### config.mk
export PLATFORM = sky130hd
export DESIGN_NAME = instr_encoder_flat
export DESIGN_NICKNAME = d
export VERILOG_FILES = /design/src/rtl/instr_encoder_if.sv /design/src/rtl/instr_encoder.sv /design/src/flat_wrapper.sv
export SDC_FILE = /design/constraint.sdc
export NUM_CORES = 1
export LEC_CHECK = 0
export ABC_AREA = 1
export BUFFER_PORTS_ARGS = -buffer_cell sky130_fd_sc_hd__buf_2
export CAP_MARGIN = 30
export CORE_MARGIN = 4
export CORE_UTILIZATION = 50
export DETAILED_ROUTE_END_ITERATION = 8
export HOLD_SLACK_MARGIN = 0.1
export PLACE_DENSITY = 0.78
export SETUP_SLACK_MARGIN = 0.2
export SLEW_MARGIN = 5
export SYNTH_ARGS = -nofsm -noshare
export SYNTH_HDL_FRONTEND = slang
export SYNTH_SLANG_ARGS = --single-unit
export TNS_END_PERCENT = 100
### constraint.sdc
create_clock -name clk -period 9.1 [get_ports clk]
set_clock_uncertainty 0.15 [all_clocks]
set_input_delay 1.82 -clock clk [delete_from_list [all_inputs] [get_ports clk]]
set_output_delay 1.82 -clock clk [all_outputs]
set_load 0.05 [all_outputs]
### src/rtl/instr_encoder_if.sv
// instr_encoder_if: field-bundle input and packed-word output bus for instr_encoder.
//
// Signals:
//   start                  pulse: reload address counter to BASE_ADDR, clear err_cnt
//   in_valid / in_ready    input handshake for one decoded field bundle
//   in_opcode .. in_imm    decoded instruction fields (in_imm sign-extended)
//   out_valid / out_ready  output handshake for one packed word
//   out_instr              packed RV32I instruction word
//   out_addr               instruction-memory write address of out_instr
//   out_err                immediate out of range or unsupported opcode
//   err_cnt                saturating count of errored words that have been output
//
// Modports: slave = the encoder, master = the producer/consumer driving it.
`timescale 1ns/1ps
interface instr_encoder_if #(
  parameter int ADDR_W = 32
);
  logic              start;
  logic              in_valid;
  logic              in_ready;
  logic [6:0]        in_opcode;
  logic [4:0]        in_rd;
  logic [4:0]        in_rs1;
  logic [4:0]        in_rs2;
  logic [2:0]        in_funct3;
  logic [6:0]        in_funct7;
  logic [31:0]       in_imm;
  logic              out_valid;
  logic              out_ready;
  logic [31:0]       out_instr;
  logic [ADDR_W-1:0] out_addr;
  logic              out_err;
  logic [7:0]        err_cnt;

  modport slave (
    input  start, in_valid, in_opcode, in_rd, in_rs1, in_rs2,
           in_funct3, in_funct7, in_imm, out_ready,
    output in_ready, out_valid, out_instr, out_addr, out_err, err_cnt
  );

  modport master (
    output start, in_valid, in_opcode, in_rd, in_rs1, in_rs2,
           in_funct3, in_funct7, in_imm, out_ready,
    input  in_ready, out_valid, out_instr, out_addr, out_err, err_cnt
  );
endinterface

### src/rtl/instr_encoder.sv
// instr_encoder: packs decoded RV32I fields into a 32-bit instruction word,
// tags it with a sequential instruction-memory address and buffers it in a
// 2-entry queue so bundles can stream at one per cycle.
//
// Ports:
//   clk   rising-edge clock
//   rst   synchronous active-high reset
//   bus   instr_encoder_if.slave (field input handshake, packed-word output
//         handshake, start pulse, err_cnt)
//
// Parameters:
//   ADDR_W     width of out_addr
//   BASE_ADDR  address of the first word after reset or start
//
// Build option:
//   ENC_RANGE_CHECK_EN  when defined, immediates that do not fit their format
//                       raise out_err (word still emitted, fields truncated).
//                       When undefined, out_err only flags unsupported opcodes.
`timescale 1ns/1ps
module instr_encoder #(
  parameter int                ADDR_W    = 32,
  parameter logic [ADDR_W-1:0] BASE_ADDR = '0
) (
  input logic            clk,
  input logic            rst,
  instr_encoder_if.slave bus
);
  localparam logic [6:0] OP_R     = 7'b0110011;
  localparam logic [6:0] OP_I     = 7'b0010011;
  localparam logic [6:0] OP_LOAD  = 7'b0000011;
  localparam logic [6:0] OP_JALR  = 7'b1100111;
  localparam logic [6:0] OP_S     = 7'b0100011;
  localparam logic [6:0] OP_B     = 7'b1100011;
  localparam logic [6:0] OP_J     = 7'b1101111;
  localparam logic [6:0] OP_LUI   = 7'b0110111;
  localparam logic [6:0] OP_AUIPC = 7'b0010111;

  logic [31:0]       w_instr;
  logic              w_op_err;
  logic              w_range_err;
  logic              w_enc_err;
  logic              w_push;
  logic              w_pop;
  logic              w_out_valid;
  logic [1:0]        w_count_next;

  logic [31:0]       r_q_instr [2];
  logic [ADDR_W-1:0] r_q_addr  [2];
  logic              r_q_err   [2];
  logic              r_wr_ptr;
  logic              r_rd_ptr;
  logic [1:0]        r_count;
  logic              r_in_ready;
  logic [ADDR_W-1:0] r_addr;
  logic [7:0]        r_err_cnt;

  // Field packing; unsupported opcodes produce an all-zero word.
  always_comb begin
    w_instr  = '0;
    w_op_err = 1'b0;
    case (bus.in_opcode)
      OP_R:
        w_instr = {bus.in_funct7, bus.in_rs2, bus.in_rs1, bus.in_funct3, bus.in_rd, bus.in_opcode};
      OP_I, OP_LOAD, OP_JALR:
        w_instr = {bus.in_imm[11:0], bus.in_rs1, bus.in_funct3, bus.in_rd, bus.in_opcode};
      OP_S:
        w_instr = {bus.in_imm[11:5], bus.in_rs2, bus.in_rs1, bus.in_funct3,
                   bus.in_imm[4:0], bus.in_opcode};
      OP_B:
        w_instr = {bus.in_imm[12], bus.in_imm[10:5], bus.in_rs2, bus.in_rs1, bus.in_funct3,
                   bus.in_imm[4:1], bus.in_imm[11], bus.in_opcode};
      OP_J:
        w_instr = {bus.in_imm[20], bus.in_imm[10:1], bus.in_imm[11], bus.in_imm[19:12],
                   bus.in_rd, bus.in_opcode};
      OP_LUI, OP_AUIPC:
        w_instr = {bus.in_imm[31:12], bus.in_rd, bus.in_opcode};
      default:
        w_op_err = 1'b1;
    endcase
  end

`ifdef ENC_RANGE_CHECK_EN
  // An immediate fits when every bit above the format's top bit is a copy of
  // the sign; branch/jump offsets must also be halfword aligned.
  always_comb begin
    w_range_err = 1'b0;
    case (bus.in_opcode)
      OP_I, OP_LOAD, OP_JALR, OP_S:
        w_range_err = !((&bus.in_imm[31:11]) || !(|bus.in_imm[31:11]));
      OP_B:
        w_range_err = !((&bus.in_imm[31:12]) || !(|bus.in_imm[31:12])) || bus.in_imm[0];
      OP_J:
        w_range_err = !((&bus.in_imm[31:20]) || !(|bus.in_imm[31:20])) || bus.in_imm[0];
      OP_LUI, OP_AUIPC:
        w_range_err = |bus.in_imm[11:0];
      default:
        w_range_err = 1'b0;
    endcase
  end
`else
  assign w_range_err = 1'b0;
`endif

  assign w_enc_err   = w_op_err | w_range_err;
  assign w_out_valid = (r_count != 2'd0);
  assign w_push      = bus.in_valid & r_in_ready;
  assign w_pop       = w_out_valid & bus.out_ready;

  always_comb begin
    w_count_next = r_count;
    case ({w_push, w_pop})
      2'b10:   w_count_next = r_count + 2'd1;
      2'b01:   w_count_next = r_count - 2'd1;
      default: w_count_next = r_count;
    endcase
  end

  // Queue storage: no reset needed, occupancy is tracked by r_count.
  always_ff @(posedge clk) begin
    if (w_push) begin
      r_q_instr[r_wr_ptr] <= w_instr;
      r_q_addr[r_wr_ptr]  <= r_addr;
      r_q_err[r_wr_ptr]   <= w_enc_err;
    end
  end

  always_ff @(posedge clk) begin
    if (rst) begin
      r_wr_ptr   <= 1'b0;
      r_rd_ptr   <= 1'b0;
      r_count    <= 2'd0;
      r_in_ready <= 1'b1;
      r_addr     <= BASE_ADDR;
      r_err_cnt  <= 8'd0;
    end else begin
      if (w_push) r_wr_ptr <= ~r_wr_ptr;
      if (w_pop)  r_rd_ptr <= ~r_rd_ptr;
      r_count    <= w_count_next;
      // Registered from the next occupancy so it never depends on out_ready
      // combinationally.
      r_in_ready <= (w_count_next != 2'd2);
      // A push alongside start still consumed the old address above.
      if (bus.start)   r_addr <= BASE_ADDR;
      else if (w_push) r_addr <= r_addr + ADDR_W'(4);
      // start wins over a simultaneous errored pop.
      if (bus.start)
        r_err_cnt <= 8'd0;
      else if (w_pop && r_q_err[r_rd_ptr] && (r_err_cnt != 8'hFF))
        r_err_cnt <= r_err_cnt + 8'd1;
    end
  end

  assign bus.in_ready  = r_in_ready;
  assign bus.out_valid = w_out_valid;
  assign bus.out_instr = w_out_valid ? r_q_instr[r_rd_ptr] : 32'd0;
  assign bus.out_addr  = w_out_valid ? r_q_addr[r_rd_ptr]  : r_addr;
  assign bus.out_err   = w_out_valid ? r_q_err[r_rd_ptr]   : 1'b0;
  assign bus.err_cnt   = r_err_cnt;
endmodule

### src/flat_wrapper.sv
// flat-port wrapper written by rule: the top's interface ports become plain ports
module instr_encoder_flat 
#(
  parameter int                ADDR_W    = 32,
  parameter logic [ADDR_W-1:0] BASE_ADDR = '0
)
  (clk, rst, bus_start, bus_in_valid, bus_in_opcode, bus_in_rd, bus_in_rs1, bus_in_rs2, bus_in_funct3, bus_in_funct7, bus_in_imm, bus_out_ready, bus_in_ready, bus_out_valid, bus_out_instr, bus_out_addr, bus_out_err, bus_err_cnt);
  instr_encoder_if #(.ADDR_W(ADDR_W)) bus_i ();
  input logic clk;
  input logic rst;
  input wire logic [$bits(bus_i.start)-1:0] bus_start;
  input wire logic [$bits(bus_i.in_valid)-1:0] bus_in_valid;
  input wire logic [$bits(bus_i.in_opcode)-1:0] bus_in_opcode;
  input wire logic [$bits(bus_i.in_rd)-1:0] bus_in_rd;
  input wire logic [$bits(bus_i.in_rs1)-1:0] bus_in_rs1;
  input wire logic [$bits(bus_i.in_rs2)-1:0] bus_in_rs2;
  input wire logic [$bits(bus_i.in_funct3)-1:0] bus_in_funct3;
  input wire logic [$bits(bus_i.in_funct7)-1:0] bus_in_funct7;
  input wire logic [$bits(bus_i.in_imm)-1:0] bus_in_imm;
  input wire logic [$bits(bus_i.out_ready)-1:0] bus_out_ready;
  output wire logic [$bits(bus_i.in_ready)-1:0] bus_in_ready;
  output wire logic [$bits(bus_i.out_valid)-1:0] bus_out_valid;
  output wire logic [$bits(bus_i.out_instr)-1:0] bus_out_instr;
  output wire logic [$bits(bus_i.out_addr)-1:0] bus_out_addr;
  output wire logic [$bits(bus_i.out_err)-1:0] bus_out_err;
  output wire logic [$bits(bus_i.err_cnt)-1:0] bus_err_cnt;
  assign bus_i.start = bus_start;
  assign bus_i.in_valid = bus_in_valid;
  assign bus_i.in_opcode = bus_in_opcode;
  assign bus_i.in_rd = bus_in_rd;
  assign bus_i.in_rs1 = bus_in_rs1;
  assign bus_i.in_rs2 = bus_in_rs2;
  assign bus_i.in_funct3 = bus_in_funct3;
  assign bus_i.in_funct7 = bus_in_funct7;
  assign bus_i.in_imm = bus_in_imm;
  assign bus_i.out_ready = bus_out_ready;
  assign bus_in_ready = bus_i.in_ready;
  assign bus_out_valid = bus_i.out_valid;
  assign bus_out_instr = bus_i.out_instr;
  assign bus_out_addr = bus_i.out_addr;
  assign bus_out_err = bus_i.out_err;
  assign bus_err_cnt = bus_i.err_cnt;
  instr_encoder #(.ADDR_W(ADDR_W), .BASE_ADDR(BASE_ADDR)) u_core (.clk(clk), .rst(rst), .bus(bus_i));
endmodule
==> results.sh <==
export IMPL_synthToLayoutAreaGrowth_pct=18.7
export IMPL_status="finished, final reports clean"
export IMPL_first_iter_violations=417
export IMPL_dieArea_um2=17400
export IMPL_die_w_um=132
export IMPL_path_delay_family="buffers and inverters"
export IMPL_wl_per_cell_um=15.3
export IMPL_io_pins=144
export IMPL_diodes=0
export IMPL_min_period_ps=4610
export IMPL_yosys_top_cells_area="edfxtp_1 49%, nand2_1 12%, dfxtp_1 11%"
export IMPL_grt_pass1_vias=5949
export IMPL_hold_path_depth=1
export IMPL_fin_nets=1046
export IMPL_r2r_end="u_core.r_q_err[0]$_DFFE_PP_"
export IMPL_vias=6231
export IMPL_synth_top_area_share_pct=49.1
export IMPL_critical_path_required_ps=7130
export IMPL_yosysWarningCount=0
export IMPL_cts_made_buffers=17
export IMPL_final_core_util_pct=60.4
export IMPL_grt_total_usage_pct=20.6
export IMPL_ys_seq_area_share_pct=60.6
export IMPL_combinationalPowerShare_pct=41.7
export IMPL_numClockSinks=170
export IMPL_p_per_area_nw_per_um2=303
export IMPL_p_int_mw=1.55
export IMPL_synthTopCellsByCount="254 x nand2_1, 126 x edfxtp_1, 98 x a21oi_1"
export IMPL_ys_seq_elements=170
export IMPL_crit_arrival_ps=2640
export IMPL_dp_hpwl_um=12500
export IMPL_path_clk_slew_ps=60
export IMPL_r2r_cells=3
export IMPL_p_seq_share_pct=34.3
export IMPL_viasPerCell=5.30
export IMPL_synthCells=835
export IMPL_drc=0
export IMPL_finalMaxSlewViolations=0
export IMPL_cts_max_path_buffers=2
export IMPL_rsz0062_at_grt="false"
export IMPL_num_rows=45
export IMPL_cts_htree_levels=4
export IMPL_synth_compound_area_share_pct=9.86
export IMPL_async_reset_ff_share_pct=0
export IMPL_drt_pass1_iter_count=5
export IMPL_critical_path_buf_inv_count=4
export IMPL_grt_max_degree=66
export IMPL_max_freq_mhz=217
export IMPL_syn_avg_cell_area_um2=9.22
export IMPL_drive_above_1_share_pct=21.8
export IMPL_crit_fanout=54
export IMPL_synth_edff_count=126
export IMPL_insertion_delay_ps=420
export IMPL_antenna_found_initial=0
export IMPL_yosysMostFrequentCell="nand2_1"
export IMPL_critPathCaptureType="output port"
export IMPL_cp_start_kind="flip-flop"
export IMPL_setup_viol=0
export IMPL_start_util_pct=50.8
export IMPL_slew_headroom_pct=41.2
export IMPL_switchingPower_mw=1.22
export IMPL_placed_cells=1143
export IMPL_grt_pass1_wl_um=28900
export IMPL_cp_cell_sequence="inv_2 > nand2_4 > inv_2 > buf_4 > a21oi_1 > a21oi_1 > buf_2"
export IMPL_synth_top_family_by_area="simple AND/OR/NAND/NOR gates"
export IMPL_worst_slew_pin_slew_ps=882
export IMPL_leakage_nw=3.82
export IMPL_gp_congestion=0.873
export IMPL_ys_types=34
export IMPL_finalCritPeriodShare_pct=50.7
export IMPL_grt_overflow_total=0
export IMPL_clock_root_buffer="clkbuf_16"
export IMPL_hp_class="reg -> reg"
export IMPL_cts_hold_buffers=0
export IMPL_peakVddDrop_mv=0.196
export IMPL_power_mw=2.77
export IMPL_synth_top_area_cell="edfxtp_1"
export IMPL_synthAdderAreaFrac_pct=0.487
export IMPL_cpMaxStageDelayCell="buf_4"
export IMPL_fillCellCount=1315
export IMPL_switching_share_pct=44.1
export IMPL_cts_setup_buffers=0
export IMPL_min_from="u_core.r_rd_ptr$_SDFFE_PP0P_"
export IMPL_netlist_area_um2=7700
export IMPL_drtAntennaViolNets=0
export IMPL_worst_r2r_setup_slack_ps=6780
export IMPL_cap_violations=0
export IMPL_crit_type="reg -> out"
export IMPL_wl_um=18000
export IMPL_ctsResizeCount=0
export IMPL_cts_tree="built"
export IMPL_critPathMaxStageDelay_ps=550
export IMPL_p_clk_share_pct=24.0
export IMPL_fin_cells=1175
export IMPL_rr_startpoint="u_core.bus.in_ready$_SDFF_PP1_"
export IMPL_port_buffers=141
export IMPL_synthXorXnorAreaFrac_pct=0.796
export IMPL_die_h_um=132
export IMPL_synth_mux_area_fraction_pct=0
export IMPL_core_area_um2=15100
export IMPL_report_final_hold_viol_count=0
export IMPL_finalSetupTns_ps=0
export IMPL_synth_simple_gate_area_share_pct=23.5
export IMPL_synth_flop_cell="edfxtp_1"
final cells by class:
| class | count | area (µm²) | share of cell area, % |
|---|---|---|---|
| Inverter | 65 | 244 | 2.67 |
| Sequential cell | 170 | 4670 | 51.0 |
| Clock buffer | 24 | 472 | 5.16 |
| Tap cell | 188 | 235 | 2.57 |
| Multi-Input combinational cell | 573 | 2690 | 29.4 |
| Clock inverter | 8 | 72.6 | 0.794 |
| Timing Repair Buffer | 147 | 763 | 8.35 |
state kept, by name, indices dropped and copies added (netlist names), named ones only:
| name | flops |
|---|---|
| u_core.r_wr_ptr | 1 |
| u_core.r_q_instr | 64 |
| u_core.r_rd_ptr | 1 |
| u_core.r_addr | 30 |
| u_core.bus.err_cnt | 8 |
| u_core.bus.in_ready | 1 |
| u_core.r_count | 2 |
| u_core.r_q_addr | 60 |
| u_core.r_q_err | 2 |
stage by stage:
step | hold slack (ps) | worst slack [ps] | instance area [µm²]
after floorplan | 275 | 3810 | 7700
after global placement | 275 | 4860 | 8580
after detailed placement | 295 | 4890 | 8600
after CTS | 303 | 4440 | 9140
after global routing | 330 | 4320 | 9140
final | 308 | 4490 | 9140
cell families (layout without fill, tap and decap cells):
logic type | Yosys count | after routing
AND/OR/NAND/NOR | 420 | 420
XOR/XNOR | 7 | 7
AO/OA/AOI/OAI | 141 | 141
buffers and inverters | 93 | 244
flip-flops | 170 | 170
adder cells (fa/ha/maj) | 3 | 3
other | 1 | 2
per-layer routing:
metal,share of wire [%],vias to the layer above,global-route usage [%]
li1,-,3095,-
met1,44,2919,26.3
met2,48,188,35.0
met3,6.0,29,4.92
met4,1.7,0,5.72
met5,0,-,0
power groups by stage:
stage / clock network, mW / logic [mW] / registers [mW]
floorplan: 0 / 0.881 / 0.975
global placement: 0 / 1.15 / 0.964
detailed placement: 0 / 1.16 / 0.967
CTS: 0.678 / 1.17 / 0.952
global route: 0.708 / 1.23 / 0.959
finish: 0.666 / 1.15 / 0.951
worst max path at each step:
stage,start,end,slack [ps],cells past startpoint
6_report,u_core.r_count[0]$_SDFF_PP0_,bus_out_addr[12],4490,7
5_1_grt,u_core.r_count[0]$_SDFF_PP0_,bus_out_addr[12],4320,7
4_1_cts,u_core.r_count[0]$_SDFF_PP0_,bus_out_addr[12],4440,7
3_5_place_dp,u_core.r_count[0]$_SDFF_PP0_,bus_out_addr[12],4890,7
3_3_place_gp,flip-flop,bus_out_addr[12],4860,5
2_1_floorplan,bus_in_valid,u_core.r_q_addr[1][10]$_DFFE_PP_,3810,2
layout by cell type (no fill, tap or decap), types with 2 or more instances in the layout:
cell type / instances
nor2_2: 10
nor2_4: 6
a22oi_1: 18
dfxtp_1: 43
inv_1: 58
clkbuf_1: 5
nand3_1: 39
nor2_1: 71
nand3_2: 4
clkbuf_8: 2
and3_1: 2
clkinv_2: 3
xor2_1: 3
ha_1: 3
nand2_2: 8
edfxtp_1: 126
nand4_1: 10
a21oi_1: 98
buf_2: 141
clkinvlp_4: 2
xnor2_1: 4
nand2_1: 254
nor3_1: 11
clkbuf_16: 17
o21ai_0: 21
conb_1: 2
inv_2: 7
buf_4: 5
Power figures use the tool's default switching activity.
